### config.mk
export PLATFORM = sky130hd
export DESIGN_NAME = b8b10_enc_flat
export DESIGN_NICKNAME = d
export VERILOG_FILES = /design/src/rtl/b8b10_pkg.sv /design/src/rtl/b8b10_enc_if.sv /design/src/rtl/b3b4.sv /design/src/rtl/b5b6.sv /design/src/rtl/b8b10_enc.sv /design/src/flat_wrapper.sv
export SDC_FILE = /design/constraint.sdc
export NUM_CORES = 1
export LEC_CHECK = 0
export BUFFER_PORTS_ARGS = -buffer_cell sky130_fd_sc_hd__clkbuf_2
export CORE_MARGIN = 2
export CORE_UTILIZATION = 50
export DETAILED_ROUTE_END_ITERATION = 8
export GPL_ROUTABILITY_DRIVEN = 0
export PLACE_DENSITY = 0.72
export SYNTH_ARGS = -nofsm -noshare
export SYNTH_HDL_FRONTEND = slang
export SYNTH_HIERARCHICAL = 1
export SYNTH_SLANG_ARGS = --single-unit
### constraint.sdc
create_clock -name clk -period 8.2 [get_ports clk]
set_clock_uncertainty 0.1 [all_clocks]
set_input_delay 0.82 -clock clk [delete_from_list [all_inputs] [get_ports clk]]
set_output_delay 0.82 -clock clk [all_outputs]
set_load 0.01 [all_outputs]
### src/rtl/b8b10_pkg.sv
// b8b10_pkg: shared constants, tables and types for the b8b10_enc stage.
//   RD_NEG/RD_POS   running-disparity encodings (1 = positive)
//   K28_5           comma byte value
//   LEGAL_K         the twelve bytes that are valid control characters
//   T4_RDN/T4_RDP   3b/4b sub-block tables (fghj), selected by RD after the 6b block
//   K28_5_RDN/RDP   full K28.5 symbols for each starting RD
package b8b10_pkg;
  localparam logic RD_NEG = 1'b0;
  localparam logic RD_POS = 1'b1;

  localparam logic [7:0] K28_5 = 8'hBC;
  localparam logic [4:0] X_K28 = 5'd28;

  localparam logic [9:0] K28_5_RDN = 10'h0FA;
  localparam logic [9:0] K28_5_RDP = 10'h305;

  localparam int NUM_LEGAL_K = 12;
  // K28.0..K28.7, K23.7, K27.7, K29.7, K30.7
  localparam logic [7:0] LEGAL_K [NUM_LEGAL_K] = '{
    8'h1C, 8'h3C, 8'h5C, 8'h7C, 8'h9C, 8'hBC, 8'hDC, 8'hFC,
    8'hF7, 8'hFB, 8'hFD, 8'hFE
  };

  localparam logic [3:0] T4_RDN [8] = '{
    4'b1011, 4'b1001, 4'b0101, 4'b1100, 4'b1101, 4'b1010, 4'b0110, 4'b1110
  };
  localparam logic [3:0] T4_RDP [8] = '{
    4'b0100, 4'b1001, 4'b0101, 4'b0011, 4'b0010, 4'b1010, 4'b0110, 4'b0001
  };

  typedef struct packed {
    logic       k;
    logic [7:0] data;
  } enc_req_t;

  function automatic logic is_legal_k(input logic [7:0] b);
    logic hit;
    hit = 1'b0;
    for (int i = 0; i < NUM_LEGAL_K; i++)
      if (b == LEGAL_K[i]) hit = 1'b1;
    return hit;
  endfunction
endpackage

### src/rtl/b8b10_enc_if.sv
// b8b10_enc_if: byte-in / symbol-out handshake bundle of the encoder stage.
//   master: upstream byte source + downstream symbol sink (drives in_*, out_ready)
//   slave : the encoder (drives in_ready, out_*, rd_state)
interface b8b10_enc_if;
  logic       in_valid;
  logic       in_ready;
  logic [7:0] in_data;
  logic       in_k;
  logic       out_valid;
  logic       out_ready;
  logic [9:0] out_sym;
  logic       out_k_err;
  logic       rd_state;

  modport master (
    output in_valid, in_data, in_k, out_ready,
    input  in_ready, out_valid, out_sym, out_k_err, rd_state
  );
  modport slave (
    input  in_valid, in_data, in_k, out_ready,
    output in_ready, out_valid, out_sym, out_k_err, rd_state
  );
endinterface

### src/rtl/b3b4.sv
// b3b4: combinational 3b/4b sub-block encoder.
//   y_i    HGF
//   rd6_i  RD after the 6b sub-block (1 = positive)
//   k_i    byte is a legal control character
//   x_i    EDCBA (selects the alternate D.x.A7 encoding)
//   fghj_o 4b sub-block, f in bit 3
module b3b4
  import b8b10_pkg::*;
(
  input  logic [2:0] y_i,
  input  logic       rd6_i,
  input  logic       k_i,
  input  logic [4:0] x_i,
  output logic [3:0] fghj_o
);
  logic a7;

  always_comb begin
    // A7 avoids a run of five identical bits across the e/i - f/g boundary.
    a7 = (y_i == 3'd7) &&
         (k_i ||
          ((rd6_i == RD_NEG) && (x_i inside {5'd17, 5'd18, 5'd20})) ||
          ((rd6_i == RD_POS) && (x_i inside {5'd11, 5'd13, 5'd14})));
    if (a7)
      fghj_o = (rd6_i == RD_POS) ? 4'b1000 : 4'b0111;
    else
      fghj_o = (rd6_i == RD_POS) ? T4_RDP[y_i] : T4_RDN[y_i];
    // K28.1/.2/.5/.6 flip their balanced 4b code so the comma stays unique.
    if (k_i && (x_i == X_K28) && (rd6_i == RD_NEG) && (y_i inside {3'd1, 3'd2, 3'd5, 3'd6}))
      fghj_o = ~fghj_o;
  end
endmodule

### src/rtl/b5b6.sv
// b5b6: combinational 5b/6b data encoder.
//   x_i      EDCBA
//   dsel_i   1 = current RD negative (use RD- column), 0 = RD positive
//   abcdei_o 6b sub-block, a in bit 5
module b5b6 (
  input  logic [4:0] x_i,
  input  logic       dsel_i,
  output logic [5:0] abcdei_o
);
  // RD- column; the RD+ code is its complement unless the code is balanced.
  localparam logic [5:0] TBL_RDN [32] = '{
    6'b100111, 6'b011101, 6'b101101, 6'b110001, 6'b110101, 6'b101001, 6'b011001, 6'b111000,
    6'b111001, 6'b100101, 6'b010101, 6'b110100, 6'b001101, 6'b101100, 6'b011100, 6'b010111,
    6'b011011, 6'b100011, 6'b010011, 6'b110010, 6'b001011, 6'b101010, 6'b011010, 6'b111010,
    6'b110011, 6'b100110, 6'b010110, 6'b110110, 6'b001110, 6'b101110, 6'b011110, 6'b101011
  };

  logic [5:0] rdn;
  logic       same;

  assign rdn = TBL_RDN[x_i];
  // D.7 is balanced but still alternates (111000/000111) to bound run length.
  assign same = ($countones(rdn) == 3) && (x_i != 5'd7);
  assign abcdei_o = (dsel_i || same) ? rdn : ~rdn;
endmodule

### src/rtl/b8b10_enc.sv
// b8b10_enc: registered 8b/10b encoder stage between xbar egress and the serializer.
//   clk, reset_n  clock, async active-low reset
//   bus (slave)   in_valid/in_ready/in_data/in_k byte side,
//                 out_valid/out_ready/out_sym/out_k_err symbol side,
//                 rd_state = running disparity after the last accepted byte
// One output register, no skid: in_ready = !out_valid | out_ready.
module b8b10_enc
  import b8b10_pkg::*;
#(
  parameter logic RD_INIT = 1'b0
) (
  input  logic        clk,
  input  logic        reset_n,
  b8b10_enc_if.slave  bus
);
  enc_req_t   req;
  logic [4:0] x;
  logic [2:0] y;
  logic       k_ok, k_use, in_rdy, accept;
  logic [5:0] sub6_raw, sub6;
  logic [3:0] sub4;
  logic       rd6, rd4;

  logic       vld_q, vld_d;
  logic [9:0] sym_q, sym_d;
  logic       kerr_q, kerr_d;
  logic       rd_q, rd_d;

  assign req    = '{k: bus.in_k, data: bus.in_data};
  assign x      = req.data[4:0];
  assign y      = req.data[7:5];
  assign k_ok   = is_legal_k(req.data);
  // Illegal K codes fall through to the data path.
  assign k_use  = req.k & k_ok;
  assign in_rdy = ~vld_q | bus.out_ready;
  assign accept = bus.in_valid & in_rdy;

  b5b6 u_b5b6 (
    .x_i      (x),
    .dsel_i   (rd_q == RD_NEG),
    .abcdei_o (sub6_raw)
  );

  always_comb begin
    sub6 = sub6_raw;
    if (k_use && (x == X_K28))
      sub6 = (rd_q == RD_POS) ? 6'b110000 : 6'b001111;
    rd6 = rd_q;
    if ($countones(sub6) > 3)      rd6 = RD_POS;
    else if ($countones(sub6) < 3) rd6 = RD_NEG;
  end

  b3b4 u_b3b4 (
    .y_i    (y),
    .rd6_i  (rd6),
    .k_i    (k_use),
    .x_i    (x),
    .fghj_o (sub4)
  );

  always_comb begin
    rd4 = rd6;
    if ($countones(sub4) > 2)      rd4 = RD_POS;
    else if ($countones(sub4) < 2) rd4 = RD_NEG;
  end

  always_comb begin
    vld_d  = vld_q;
    sym_d  = sym_q;
    kerr_d = kerr_q;
    rd_d   = rd_q;
    if (accept) begin
      vld_d  = 1'b1;
      sym_d  = {sub6, sub4};
      kerr_d = req.k & ~k_ok;
      rd_d   = rd4;
    end else if (bus.out_ready) begin
      vld_d  = 1'b0;
    end
  end

  always_ff @(posedge clk or negedge reset_n) begin
    if (!reset_n) begin
      vld_q  <= 1'b0;
      sym_q  <= '0;
      kerr_q <= 1'b0;
      rd_q   <= RD_INIT;
    end else begin
      vld_q  <= vld_d;
      sym_q  <= sym_d;
      kerr_q <= kerr_d;
      rd_q   <= rd_d;
    end
  end

  assign bus.in_ready  = in_rdy;
  assign bus.out_valid = vld_q;
  assign bus.out_sym   = sym_q;
  assign bus.out_k_err = kerr_q;
  assign bus.rd_state  = rd_q;
endmodule

### src/flat_wrapper.sv
// flat-port wrapper written by rule: the top's interface ports become plain ports
module b8b10_enc_flat import b8b10_pkg::*;
#(
  parameter logic RD_INIT = 1'b0
)
  (clk, reset_n, bus_in_valid, bus_in_data, bus_in_k, bus_out_ready, bus_in_ready, bus_out_valid, bus_out_sym, bus_out_k_err, bus_rd_state);
  b8b10_enc_if bus_i ();
  input  logic clk;
  input  logic reset_n;
  input wire logic [$bits(bus_i.in_valid)-1:0] bus_in_valid;
  input wire logic [$bits(bus_i.in_data)-1:0] bus_in_data;
  input wire logic [$bits(bus_i.in_k)-1:0] bus_in_k;
  input wire logic [$bits(bus_i.out_ready)-1:0] bus_out_ready;
  output wire logic [$bits(bus_i.in_ready)-1:0] bus_in_ready;
  output wire logic [$bits(bus_i.out_valid)-1:0] bus_out_valid;
  output wire logic [$bits(bus_i.out_sym)-1:0] bus_out_sym;
  output wire logic [$bits(bus_i.out_k_err)-1:0] bus_out_k_err;
  output wire logic [$bits(bus_i.rd_state)-1:0] bus_rd_state;
  assign bus_i.in_valid = bus_in_valid;
  assign bus_i.in_data = bus_in_data;
  assign bus_i.in_k = bus_in_k;
  assign bus_i.out_ready = bus_out_ready;
  assign bus_in_ready = bus_i.in_ready;
  assign bus_out_valid = bus_i.out_valid;
  assign bus_out_sym = bus_i.out_sym;
  assign bus_out_k_err = bus_i.out_k_err;
  assign bus_rd_state = bus_i.rd_state;
  b8b10_enc #(.RD_INIT(RD_INIT)) u_core (.clk(clk), .reset_n(reset_n), .bus(bus_i));
endmodule
==> results.rst <==
.. list-table::
   :header-rows: 1

   * - Metric
     - Value
   * - Post-synthesis net count
     - 237
   * - Number of max-slew violations in the final report
     - 0
   * - CP startpoint
     - bus_in_data[1]
   * - Worst Setup Slack, final
     - 0.2908 ns
   * - Overall power after layout
     - 1.058 mW
   * - Post-route standard cell area excluding fillers
     - 2100 sq um
   * - Top post-synthesis cells by area
     - sky130_fd_sc_hd__dfrtp_1, sky130_fd_sc_hd__ha_1, sky130_fd_sc_hd__fa_1, sky130_fd_sc_hd__nand2_1, sky130_fd_sc_hd__inv_1
   * - Largest net degree at the start of global routing
     - 16
   * - Commonest non-fill, non-tap cell in the layout
     - sky130_fd_sc_hd__nand2_1
   * - Post-route DRC
     - 0
   * - Crit-path max cell delay
     - 0.51 ns
   * - Dominant register cell in the synthesized netlist
     - sky130_fd_sc_hd__dfrtp_1
   * - Worst max-slew margin expressed relative to the limit
     - 68.12%
   * - Clk pin slew, worst setup/hold paths
     - 0.07 ns
   * - Root buffer cell
     - sky130_fd_sc_hd__clkbuf_4
   * - Mapped cell area
     - 1703 sq um
   * - Warnings, synthesis
     - 6
   * - Post-synth EDFFs
     - 0
   * - Wire per inst
     - 12.69 um
   * - Run status
     - complete, no violations
   * - WP data arrival
     - 7.95 ns
   * - CP endpoint kind
     - flip-flop
   * - Startpoint class of the critical path
     - input pin
   * - Dpl ws
     - -0.1249 ns
   * - Adder and majority cell fraction of the synthesized area
     - 17.78%
   * - Portion of the clock cycle consumed by the worst path in the final layout
     - 96.45%
   * - Basic-gate share of the synthesized area counting and, or, nand and nor cells
     - 27.26%
   * - Start-to-end type of the worst setup path
     - input pin to flip-flop
   * - Drt initial violations
     - 70
   * - Cell with the largest stage delay on the worst path
     - sky130_fd_sc_hd__fa_1
   * - Nets
     - 276
   * - Avg Cell Area, Syn
     - 8.347 sq um
   * - Area of the core
     - 3311 sq um
   * - Count of input and output buffers
     - 26
   * - IO Count
     - 27
   * - Worst voltage drop across the vdd grid
     - 0.0003433 V
   * - Unique masters post-synth
     - 59
   * - Top delay family on crit path
     - adder cells
   * - Post-detailed-placement cell area
     - 1911 sq um
   * - Number of register bits inferred by synthesis
     - 13
   * - Layout cell share with drive strength beyond 1
     - 33.88%
   * - Power density relative to cell area
     - 503.8 nW/um^2
   * - Number of antenna violations at the first check in global routing
     - 0
   * - Share of the core filled with cells in the final layout
     - 63.42%
   * - Initial Utilization
     - 51.44%
   * - Final worst path period need
     - 7.909 ns
   * - Largest family of logic cells by synthesized area
     - simple AND/OR/NAND/NOR gates
   * - CP Data Required Time
     - 8.24 ns
   * - Commonest cells after routing, fill and taps aside
     - sky130_fd_sc_hd__nand2_1, sky130_fd_sc_hd__clkbuf_2, sky130_fd_sc_hd__buf_4, sky130_fd_sc_hd__nor2_1, sky130_fd_sc_hd__dfrtp_1
   * - Number of buffer and inverter stages on the critical path
     - 7
   * - Post-synthesis share of cell area spent on xor and xnor gates
     - 5.658%
   * - Via total after detailed routing
     - 1,563
   * - Antenna Cells
     - 0
   * - Maximum net fanout on the critical path
     - 7
   * - Number of search-and-repair iterations in the first detailed-routing pass
     - 4
   * - Total routing resource utilization after global routing
     - 17.92%
   * - Via count normalized by instance count
     - 5.427
   * - Die Width
     - 62.36 um
   * - Total half-perimeter wirelength after legalization and detailed placement
     - 2638 um
   * - Multiplexer area fraction after synthesis
     - 3.600%
   * - Area share of the leading cell type in the synthesized netlist
     - 19.10%
   * - Worst-skew pair later-pin latency
     - 0.26 ns
   * - Area growth syn-to-layout
     - 23.29%
   * - Static Leak
     - 0.9662 nW
   * - Cell type contributing the most total cell area after synthesis
     - sky130_fd_sc_hd__dfrtp_1
   * - First-pass GRT wire length
     - 5899 um
   * - Number of maximum-capacitance violations
     - 0
   * - Clock net sink count
     - 13
   * - Standard-cell rows
     - 21
   * - Max frequency
     - 126.4 MHz
   * - Compound-Gate Fraction of Synth Area
     - 18.96%
   * - Critical register-to-register path startpoint
     - u_core/bus.rd_state
   * - Via count of the first global-routing pass
     - 1,357
   * - Number of endpoints failing setup at the final stage
     - 0
   * - Number of H-tree levels
     - 1
   * - Clock tree from TritonCTS
     - built
   * - Total wire length
     - 3655 um
   * - Maximum clock insertion buffer count
     - 2
   * - Hold buffer count at cts
     - 0
   * - Post-synthesis sequential area ratio
     - 19.10%
   * - Worst Max-Slew Pin Slew
     - 0.4739 ns
   * - Worst hold path type
     - input pin to asynchronous set/reset pin
   * - Number of nets still failing antenna checks after routing
     - 0
   * - Number of buffers added by the clock tree synthesis step
     - 3
   * - Asr flop ratio synth
     - 100.0%
   * - Cells after Synth
     - 204
   * - Total grt overflow
     - 0
   * - Count of final hold-check violations
     - 0
   * - Most repeated library cell on the critical path
     - sky130_fd_sc_hd__fa_1
   * - Overall die height
     - 62.36 um
   * - Full die area
     - 3889 sq um
==> final cells by class <==
type                       count  area [sq um]
timing repair buffer          46         282.8
fill                         299          1211
clock buffer                   4         26.28
inverter                      14         52.55
multi-input combinational    165          1355
tap                           46         57.56
sequential                    13         325.3
==> power breakdown <==
group	total (mW)	switching, mW	internal [mW]
logic	0.911	0.438	0.473
registers	0.109	0.0172	0.0920
clock network	0.0375	0.0187	0.0188
==> per-layer routing <==
| layer | vias up | global-route usage, % | part of all wire (%) |
|---|---|---|---|
| met1 | 725 | 24.51 | 45 |
| met4 | 0 | 5.000 | 0.85 |
| met3 | 4 | 1.268 | 4.1 |
| met5 | - | 0 | 0 |
| li1 | 797 | - | - |
| met2 | 37 | 30.71 | 50 |
==> state kept, by name, summed over array words and instances (netlist names) <==
signal / cells
u_core/bus.rd_state: 1
u_core/bus.out_k_err: 1
u_core/bus.out_valid: 1
u_core/bus.out_sym: 10
==> final timing paths <==
| kind | depth (start not counted) | slack [ns] | end |
|---|---|---|---|
| hold / removal | 1 | 0.33 | u_core/bus.out_sym[6] |
| setup / recovery | 32 | 0.29 | u_core/bus.rd_state |
| min in group clk | 2 | 0.38 | u_core/bus.out_sym[0] |
| setup reg to reg | 22 | 2.87 | u_core/bus.rd_state |
| hold reg to reg | 2 | 0.38 | u_core/bus.out_sym[0] |
| max in group asynchronous | 1 | 7.44 | u_core/bus.out_sym[0] |
==> through the flow <==
stage	cells	TNS, ns	hold WS, ns
after floorplan	204	0	0.4139
after global placement	277	0	0.3575
after detailed placement	277	-0.1249	0.3617
after CTS	281	0	0.3270
after global routing	288	-0.09159	0.3436
final	288	0	0.3276
==> worst reg2reg max path, cell delays in order (launching register included) <==
cell and delay, ns:
sky130_fd_sc_hd__dfrtp_1 0.48, sky130_fd_sc_hd__inv_1 0.14, sky130_fd_sc_hd__nor2_4 0.19, sky130_fd_sc_hd__xnor2_2 0.13, sky130_fd_sc_hd__nand2_1 0.07, sky130_fd_sc_hd__and2_1 0.17
sky130_fd_sc_hd__fa_1 0.47, sky130_fd_sc_hd__fa_1 0.49, sky130_fd_sc_hd__inv_1 0.04, sky130_fd_sc_hd__ha_1 0.17, sky130_fd_sc_hd__inv_1 0.07, sky130_fd_sc_hd__fa_1 0.41
sky130_fd_sc_hd__o21ai_1 0.17, sky130_fd_sc_hd__buf_4 0.19, sky130_fd_sc_hd__buf_4 0.15, sky130_fd_sc_hd__nor2_1 0.06, sky130_fd_sc_hd__o211a_1 0.15, sky130_fd_sc_hd__nor4_4 0.34
sky130_fd_sc_hd__fa_1 0.45, sky130_fd_sc_hd__ha_2 0.19, sky130_fd_sc_hd__ha_2 0.31, sky130_fd_sc_hd__nor4b_4 0.17, sky130_fd_sc_hd__o31ai_1 0.09
==> cell usage after synthesis (all sizes together) (3+ instances only) <==
cell type,instances
nand2,31
nor2,15
inv,14
dfrtp,13
ha,13
a21oi,10
buf,8
fa,7
o21ai,7
nor3,6
xor2,6
and2,5
nand2b,5
nand3,5
xnor2,5
and3,4
clkbuf,4
mux2,3
o22a,3
==> repair_timing <==
item | 4_1_cts | 5_1_grt
buffers inserted | 0 | 7
endpoints found under the setup margin | 0 | 1
gates resized for setup | 0 | 27
==> cell families (layout without fill, tap and decap cells) <==
logic type      Yosys count  in the layout
simple gates             84             84
buf+inv                  26             64
mux                       5              5
compound gates           45             45
fa+ha+maj                20             20
flops                    13             13
xor+xnor                 11             11
(Power assumes the default switching activity.)
